File: config.mk
export PLATFORM = sky130hd
export DESIGN_NAME = lf_read_avg_flat
export DESIGN_NICKNAME = d
export VERILOG_FILES = /design/src/rtl/lf_read_avg_if.sv /design/src/rtl/lf_read_avg.sv /design/src/flat_wrapper.sv
export SDC_FILE = /design/constraint.sdc
export NUM_CORES = 1
export LEC_CHECK = 0
export BUFFER_PORTS_ARGS = -buffer_cell sky130_fd_sc_hd__buf_4
export CAP_MARGIN = 20
export CELL_PAD_IN_SITES_DETAIL_PLACEMENT = 1
export CELL_PAD_IN_SITES_GLOBAL_PLACEMENT = 1
export CORE_ASPECT_RATIO = 1.2
export CORE_MARGIN = 2
export CORE_UTILIZATION = 41
export DETAILED_ROUTE_END_ITERATION = 10
export GPL_TIMING_DRIVEN = 0
export PLACE_DENSITY_LB_ADDON = 0.1
export SYNTH_ARGS = -nofsm -noshare
export SYNTH_HDL_FRONTEND = slang
export SYNTH_SLANG_ARGS = --single-unit
File: constraint.sdc
create_clock -name pck0 -period 3.2 [get_ports pck0]
set_input_delay 0.16 -clock pck0 [delete_from_list [all_inputs] [get_ports pck0]]
set_output_delay 0.16 -clock pck0 [all_outputs]
set_load 0.01 [all_outputs]
File: src/rtl/lf_read_avg_if.sv
// SSP link from the LF read path to the ARM: bit clock, frame strobe and serial data.
interface lf_read_avg_if;
  logic ssp_clk;
  logic ssp_frame;
  logic ssp_din;

  modport master (output ssp_clk, output ssp_frame, output ssp_din);
  modport slave  (input  ssp_clk, input  ssp_frame, input  ssp_din);
endinterface

File: src/rtl/lf_read_avg.sv
// LF read path: programmable carrier, phased ADC capture, 2^k averaging and
// MSB-first SSP serialisation with overrun detection.
module lf_read_avg #(
  parameter int unsigned ADC_W        = 8,
  parameter int unsigned DIV_W        = 8,
  parameter int unsigned AVG_MAX_LOG2 = 3
) (
  input  logic              pck0,
  input  logic              rst_n,
  input  logic [DIV_W-1:0]  divisor,
  input  logic [DIV_W-1:0]  sample_phase,
  input  logic [1:0]        avg_log2,
  input  logic              carrier_en,
  input  logic              overrun_clr,
  input  logic [ADC_W-1:0]  adc_d,
  output logic              adc_clk,
  output logic              pwr_lo,
  output logic              overrun,
  output logic              dbg,
  lf_read_avg_if.master     ssp
);

  localparam int unsigned ACC_W     = ADC_W + AVG_MAX_LOG2;
  localparam int unsigned CNT_W     = (AVG_MAX_LOG2 > 0) ? AVG_MAX_LOG2 : 1;
  localparam int unsigned BIT_W     = $clog2(ADC_W + 1);
  localparam int unsigned K_MAX     = (AVG_MAX_LOG2 > 3) ? 3 : AVG_MAX_LOG2;
  localparam int unsigned DIV_RST   = 95;
  localparam int unsigned PHASE_RST = 7;

  logic [DIV_W-1:0] pck_divider;
  logic             ant_lo;
  logic [DIV_W-1:0] div_q;
  logic [DIV_W-1:0] phase_q;
  logic [ACC_W-1:0] acc;
  logic [CNT_W-1:0] cnt;
  logic [1:0]       k_q;
  logic [ADC_W-1:0] shreg;
  logic [BIT_W-1:0] bit_cnt;

  logic [DIV_W-1:0] eff_phase;
  logic             sample;
  logic [1:0]       avg_k;
  logic [1:0]       k_sel;
  logic [ACC_W-1:0] sum;
  logic             last;
  logic             result_valid;
  logic [ADC_W-1:0] result;
  logic             busy;
  logic             wrap;

  // Sample-point detection and averaging arithmetic; a new window takes its k from avg_log2.
  always_comb begin
    eff_phase    = (phase_q > div_q) ? div_q : phase_q;
    wrap         = (pck_divider == div_q);
    sample       = !ant_lo && (pck_divider == eff_phase);
    avg_k        = (avg_log2 > 2'(K_MAX)) ? 2'(K_MAX) : avg_log2;
    k_sel        = (cnt == '0) ? avg_k : k_q;
    sum          = acc + ACC_W'(adc_d);
    last         = (cnt == CNT_W'((32'd1 << k_sel) - 32'd1));
    result_valid = sample && last;
    result       = ADC_W'(sum >> k_sel);
    busy         = (bit_cnt != '0);
  end

  always_ff @(posedge pck0 or negedge rst_n) begin
    if (!rst_n) begin
      pck_divider <= '0;
      ant_lo      <= 1'b0;
      div_q       <= DIV_W'(DIV_RST);
      phase_q     <= DIV_W'(PHASE_RST);
      acc         <= '0;
      cnt         <= '0;
      k_q         <= '0;
      shreg       <= '0;
      bit_cnt     <= '0;
      overrun     <= 1'b0;
    end else begin
      // Divisor and phase are only picked up at a wrap so half-periods never glitch.
      if (wrap) begin
        pck_divider <= '0;
        ant_lo      <= ~ant_lo;
        div_q       <= divisor;
        phase_q     <= sample_phase;
      end else begin
        pck_divider <= pck_divider + DIV_W'(1);
      end

      if (sample) begin
        if (cnt == '0) k_q <= avg_k;
        if (last) begin
          acc <= '0;
          cnt <= '0;
        end else begin
          acc <= sum;
          cnt <= cnt + CNT_W'(1);
        end
      end

      // A result arriving mid-word is dropped so the word in flight completes intact.
      if (result_valid && !busy) begin
        shreg   <= result;
        bit_cnt <= BIT_W'(ADC_W);
      end else if (busy) begin
        shreg   <= {shreg[ADC_W-2:0], 1'b0};
        bit_cnt <= bit_cnt - BIT_W'(1);
      end

      if (result_valid && busy) overrun <= 1'b1;
      else if (overrun_clr)     overrun <= 1'b0;
    end
  end

  assign adc_clk       = ~ant_lo;
  assign dbg           = ~ant_lo;
  assign pwr_lo        = ant_lo & carrier_en;
  assign ssp.ssp_clk   = pck0;
  assign ssp.ssp_frame = busy;
  assign ssp.ssp_din   = busy & shreg[ADC_W-1];

endmodule

File: src/flat_wrapper.sv
// flat-port wrapper written by rule: the top's interface ports become plain ports
module lf_read_avg_flat 
#(
  parameter int unsigned ADC_W        = 8,
  parameter int unsigned DIV_W        = 8,
  parameter int unsigned AVG_MAX_LOG2 = 3
)
  (pck0, rst_n, divisor, sample_phase, avg_log2, carrier_en, overrun_clr, adc_d, adc_clk, pwr_lo, overrun, dbg, ssp_ssp_clk, ssp_ssp_frame, ssp_ssp_din);
  lf_read_avg_if ssp_i ();
  input  logic pck0;
  input  logic rst_n;
  input  logic [DIV_W-1:0] divisor;
  input  logic [DIV_W-1:0] sample_phase;
  input  logic [1:0] avg_log2;
  input  logic carrier_en;
  input  logic overrun_clr;
  input  logic [ADC_W-1:0] adc_d;
  output logic adc_clk;
  output logic pwr_lo;
  output logic overrun;
  output logic dbg;
  output wire logic [$bits(ssp_i.ssp_clk)-1:0] ssp_ssp_clk;
  output wire logic [$bits(ssp_i.ssp_frame)-1:0] ssp_ssp_frame;
  output wire logic [$bits(ssp_i.ssp_din)-1:0] ssp_ssp_din;
  assign ssp_ssp_clk = ssp_i.ssp_clk;
  assign ssp_ssp_frame = ssp_i.ssp_frame;
  assign ssp_ssp_din = ssp_i.ssp_din;
  lf_read_avg #(.ADC_W(ADC_W), .DIV_W(DIV_W), .AVG_MAX_LOG2(AVG_MAX_LOG2)) u_core (.pck0(pck0), .rst_n(rst_n), .divisor(divisor), .sample_phase(sample_phase), .avg_log2(avg_log2), .carrier_en(carrier_en), .overrun_clr(overrun_clr), .adc_d(adc_d), .adc_clk(adc_clk), .pwr_lo(pwr_lo), .overrun(overrun), .dbg(dbg), .ssp(ssp_i));
endmodule
Yosys cells after proc, flatten, opt, wreduce, memory -nomap -nowiden

Cells that the tools add are included.

Reductions and logical operators: 10
Mux-type cells: 12
Bitwise gates (word level): 3
Equality and inequality tests: 3
Add/subtract/negate cells: 5
Shifts and indexed selects: 2
$lt $le $gt $ge: 2

Operator list:

| operator              | number |
|---|---|
| $mux W8               | 4 |
| $eq A8 B8 Y1          | 2 |
| $add A11 B8 Y11       | 1 |
| $mux W11              | 1 |
| $shr A11 B2 Y8        | 1 |
| $add A8 B1 Y8 const B | 1 |
| $gt A8 B8 Y1          | 1 |
| $mux W4               | 2 |
| $logic_and A1 B1 Y1   | 4 |
| $mux W2               | 2 |
| $reduce_bool A2 Y1    | 2 |
| $reduce_bool A4 Y1    | 1 |
| $sub A4 B1 Y4 const B | 1 |
| $add A3 B1 Y3 const B | 1 |
| $eq A3 B3 Y1          | 1 |
| $logic_not A3 Y1      | 1 |
| $mux W3               | 1 |
| $shl A1 B2 Y3 const A | 1 |
| $sub A3 B1 Y3 const B | 1 |
| $and A1 B1 Y1         | 2 |
| $gt A2 B2 Y1 const B  | 1 |
| $logic_not A1 Y1      | 2 |
| $mux W1               | 2 |
| $not A1 Y1            | 1 |

Word-level logic and storage cells: 47
Output and inout bits: 7
Input bits: 30
Flip-flop bits (word level): 54

Longest topological paths before layout

Word-level depth: 9
Depth in mapped cells: 12
Depth with buffers taken out: 10

==> flow_metrics.py <==
metrics = {
    "placed_design": {
        "port-buffer-count": 36,
        "dpl.hpwl_um": 7060,
        "place.gp.congestion": 0.862,
        "place_inst": 535,
        "placed_area_um2": 3880,
    },
    "logic_synthesis": {
        "synth_edf_count": 0,
        "synth_largest_area_cell": "dfrtp_1",
        "synthCells": 385,
        "syn_nets": 437,
        "yosys_warnings": 0,
        "syn-cell-area_um2": 3470,
        "synth-seq-cells": 54,
        "ys.flop_type": "dfrtp_1",
        "synth_area_per_cell_um2": 9.01,
        "ys_top_cells_by_count": "52 x nand2_1, 45 x dfrtp_1, 35 x nor2_1",
        "synth.most_common_cell": "nand2_1",
        "ys_seq_area_share_pct": 39.3,
        "synth_cell_type_count": 50,
        "synthDominantCellAreaShare_pct": 32.5,
        "synth_area_leaders": "dfrtp_1 32%, ha_1 7.6%, dfstp_2 6.8%",
        "synthArstFlopShare_pct": 100,
    },
    "sta": {
        "min_period_ns": 3.09,
        "slew_viol_final": 0,
        "setup_violations": 0,
        "post-route-period-util_pct": 96.6,
        "timing.setup.tns_ns": 0,
        "worst_pin_slew_ns": 0.713,
        "finalHoldViolations": 0,
        "fin_hold_ws_ns": 0.125,
        "skew_ns": 0.0149,
        "max_freq_mhz": 323,
        "relSlewSlack_pct": 52.4,
    },
    "route": {
        "viasPerCell": 5.38,
        "drt_first_pass_iters": 4,
        "drc": 0,
        "dr_total_vias": 3037,
        "ant_nets": 0,
        "wl_per_cell_um": 17.2,
        "wl_um": 9720,
        "drt-initial-drc-count": 82,
    },
    "worst_setup_path": {
        "crit_path_max_fanout": 10,
        "cp.required_ns": 3.51,
        "crit_path_end_kind": "flop",
        "r2r_end": "u_core.shreg[3]",
        "path_class": "reg2reg",
        "cp_top_family": "simple AND/OR/NAND/NOR gates",
        "reg2regPathDepth": 12,
        "arrival_ns": 3.40,
        "cpPeakStageDelay_ns": 0.56,
        "cp_common_cell": "buf_6",
        "worst-path-buf-inv": 3,
        "crit_cells": 12,
        "start_kind": "flop",
        "reg2reg_slack_ns": 0.11,
        "r2r-start": "u_core.div_q[1]",
        "slowest_stage": "dfstp_2",
        "crit_path_cell_trace": "inv_2, ha_1, nor2b_1, o211ai_1, a21oi_2, o22ai_2, mux2_4, or4_1, buf_6, buf_6, nor3_2, o31ai_1",
    },
    "pwr": {
        "p_total_mw": 1.71,
        "power_density_nw_per_um2": 392,
        "power_leakage_nw": 1.99,
        "ir_worst_vdd_mv": 0.188,
    },
    "final_layout": {
        "synthToLayoutAreaGrowth_pct": 25.9,
        "num-fill-cells": 942,
        "diodes": 0,
        "nets": 501,
        "layout-drive-gt1-share_pct": 21.3,
        "fin_area_um2": 4360,
        "stdcell_count": 564,
    },
    "hold_path": {
        "hp-start": "avg_log2[1]",
        "hold_depth": 3,
        "hold_end": "u_core.k_q[1]",
        "hp-class": "in2reg",
    },
    "global_route": {
        "grt_pass1_wl_um": 16200,
        "grtUsageTotal_pct": 23.2,
        "grt_start_max_net_pins": 55,
        "grt_pass1_vias": 3238,
        "gr-total-overflow": 0,
        "grt_antenna_before_repair": 0,
    },
    "die": {
        "io_pins": 37,
        "die_area_um2": 9210,
        "die_x_um": 87.9,
        "core_area_um2": 8150,
        "initial_core_util_pct": 42.5,
        "fp.dieH_um": 105,
        "num_rows": 36,
    },
    "cts": {
        "clock_latency_ns": 0.44,
        "cts.clk_slew.worst_paths_ns": 0.11,
        "cts_tree": "yes",
    },
    "flow_run": {
        "maxCapViolations": 0,
    },
    "outcome": {
        "run_status": "finished, final reports clean",
    },
}
cell usage in the layout (no fill, tap or decap), types with 5 or more instances in the layout:
cell type and n:
nand2_1 52, dfrtp_1 45, buf_4 39, nor2_1 35
o21ai_0 26, ha_1 21, inv_1 20, dlygate4sd3_1 18
xor2_1 16, a21oi_1 16, xnor2_1 12, nand3_1 12
mux2_2 10, clkbuf_1 9, clkbuf_8 9, dfstp_2 9
o31ai_1 7, o211ai_1 6, and2_1 5
cells by family (layout without fill, tap and decap cells):
logic type      Yosys count  in the layout  synth area share (%)
compound gates           94             94                  18.2
buf+inv                  41            106                  5.09
xor+xnor                 29             29                  7.54
mux                      17             17                  5.31
simple gates            128            128                  16.5
flops                    54             54                  39.3
fa+ha+maj                22             22                  8.16
worst reg2reg max path, stage by stage, from the launching register on:
cell and delay, ns:
dfstp_2 0.56, inv_2 0.06, ha_1 0.28, nor2b_1 0.13, o211ai_1 0.20, a21oi_2 0.08, o22ai_2 0.16, mux2_4 0.35
or4_1 0.55, buf_6 0.16, buf_6 0.15, nor3_2 0.18, o31ai_1 0.10
area by class of cell:
cell class              instances  area (µm²)  area share, %
repair buffers                 54         450           10.3
plain buffers                  19         110           2.52
inverters                      21        78.8           1.81
clock buffers                  10         131           3.01
well taps                     114         143           3.27
clock inverters                 2        60.1           1.38
flip-flops and latches         54        1360           31.2
multi-input cells             290        2030           46.5
how the worst max path moves through the flow:
stage | to | startpoint
2_1_floorplan | u_core.shreg[3] | u_core.div_q[1]
6_report | u_core.shreg[3] | u_core.div_q[1]
3_5_place_dp | u_core.shreg[2] | u_core.div_q[1]
3_3_place_gp | u_core.shreg[2] | u_core.div_q[1]
4_1_cts | u_core.shreg[3] | u_core.div_q[1]
5_1_grt | u_core.shreg[7] | u_core.div_q[1]
report_power, final:
group          internal [mW]  switching, mW  total (mW)
Clock                  0.444          0.276       0.720
Sequential             0.695        0.00738       0.702
Combinational          0.124          0.164       0.288
registers in the layout, summed over array words and instances (netlist names):
name / flops
u_core.acc: 11
u_core.phase_q: 8
u_core.div_q: 8
u_core.shreg: 8
u_core.overrun: 1
u_core.pck_divider: 8
u_core.cnt: 3
u_core.ant_lo: 1
u_core.bit_cnt: 4
u_core.k_q: 2
metrics by stage:
step,utilization [%],setup WS (ns)
2_1_floorplan,-,0.105
3_3_place_gp,47.6,-0.323
3_5_place_dp,47.6,-0.290
4_1_cts,52.3,0.00363
5_1_grt,53.5,-0.00262
6_report,53.5,0.109
repair_timing:
item	in CTS	in global routing
hold endpoints to repair	62	0
setup endpoints to repair	25	25
hold buffers	18	0
buffers inserted	1	0
pin swaps	1	2
gates resized for setup	3	26
metal layers:
metal  track usage [%]  vias up  part of all wire, %
met2              41.5       39                   55
li1                  -     1481                    -
met4              11.1        0                  2.8
met1              26.1     1499                   40
met3              3.71       18                  2.2
met5                 0        -                    0
No activity file was read; power rests on OpenSTA's default activity.
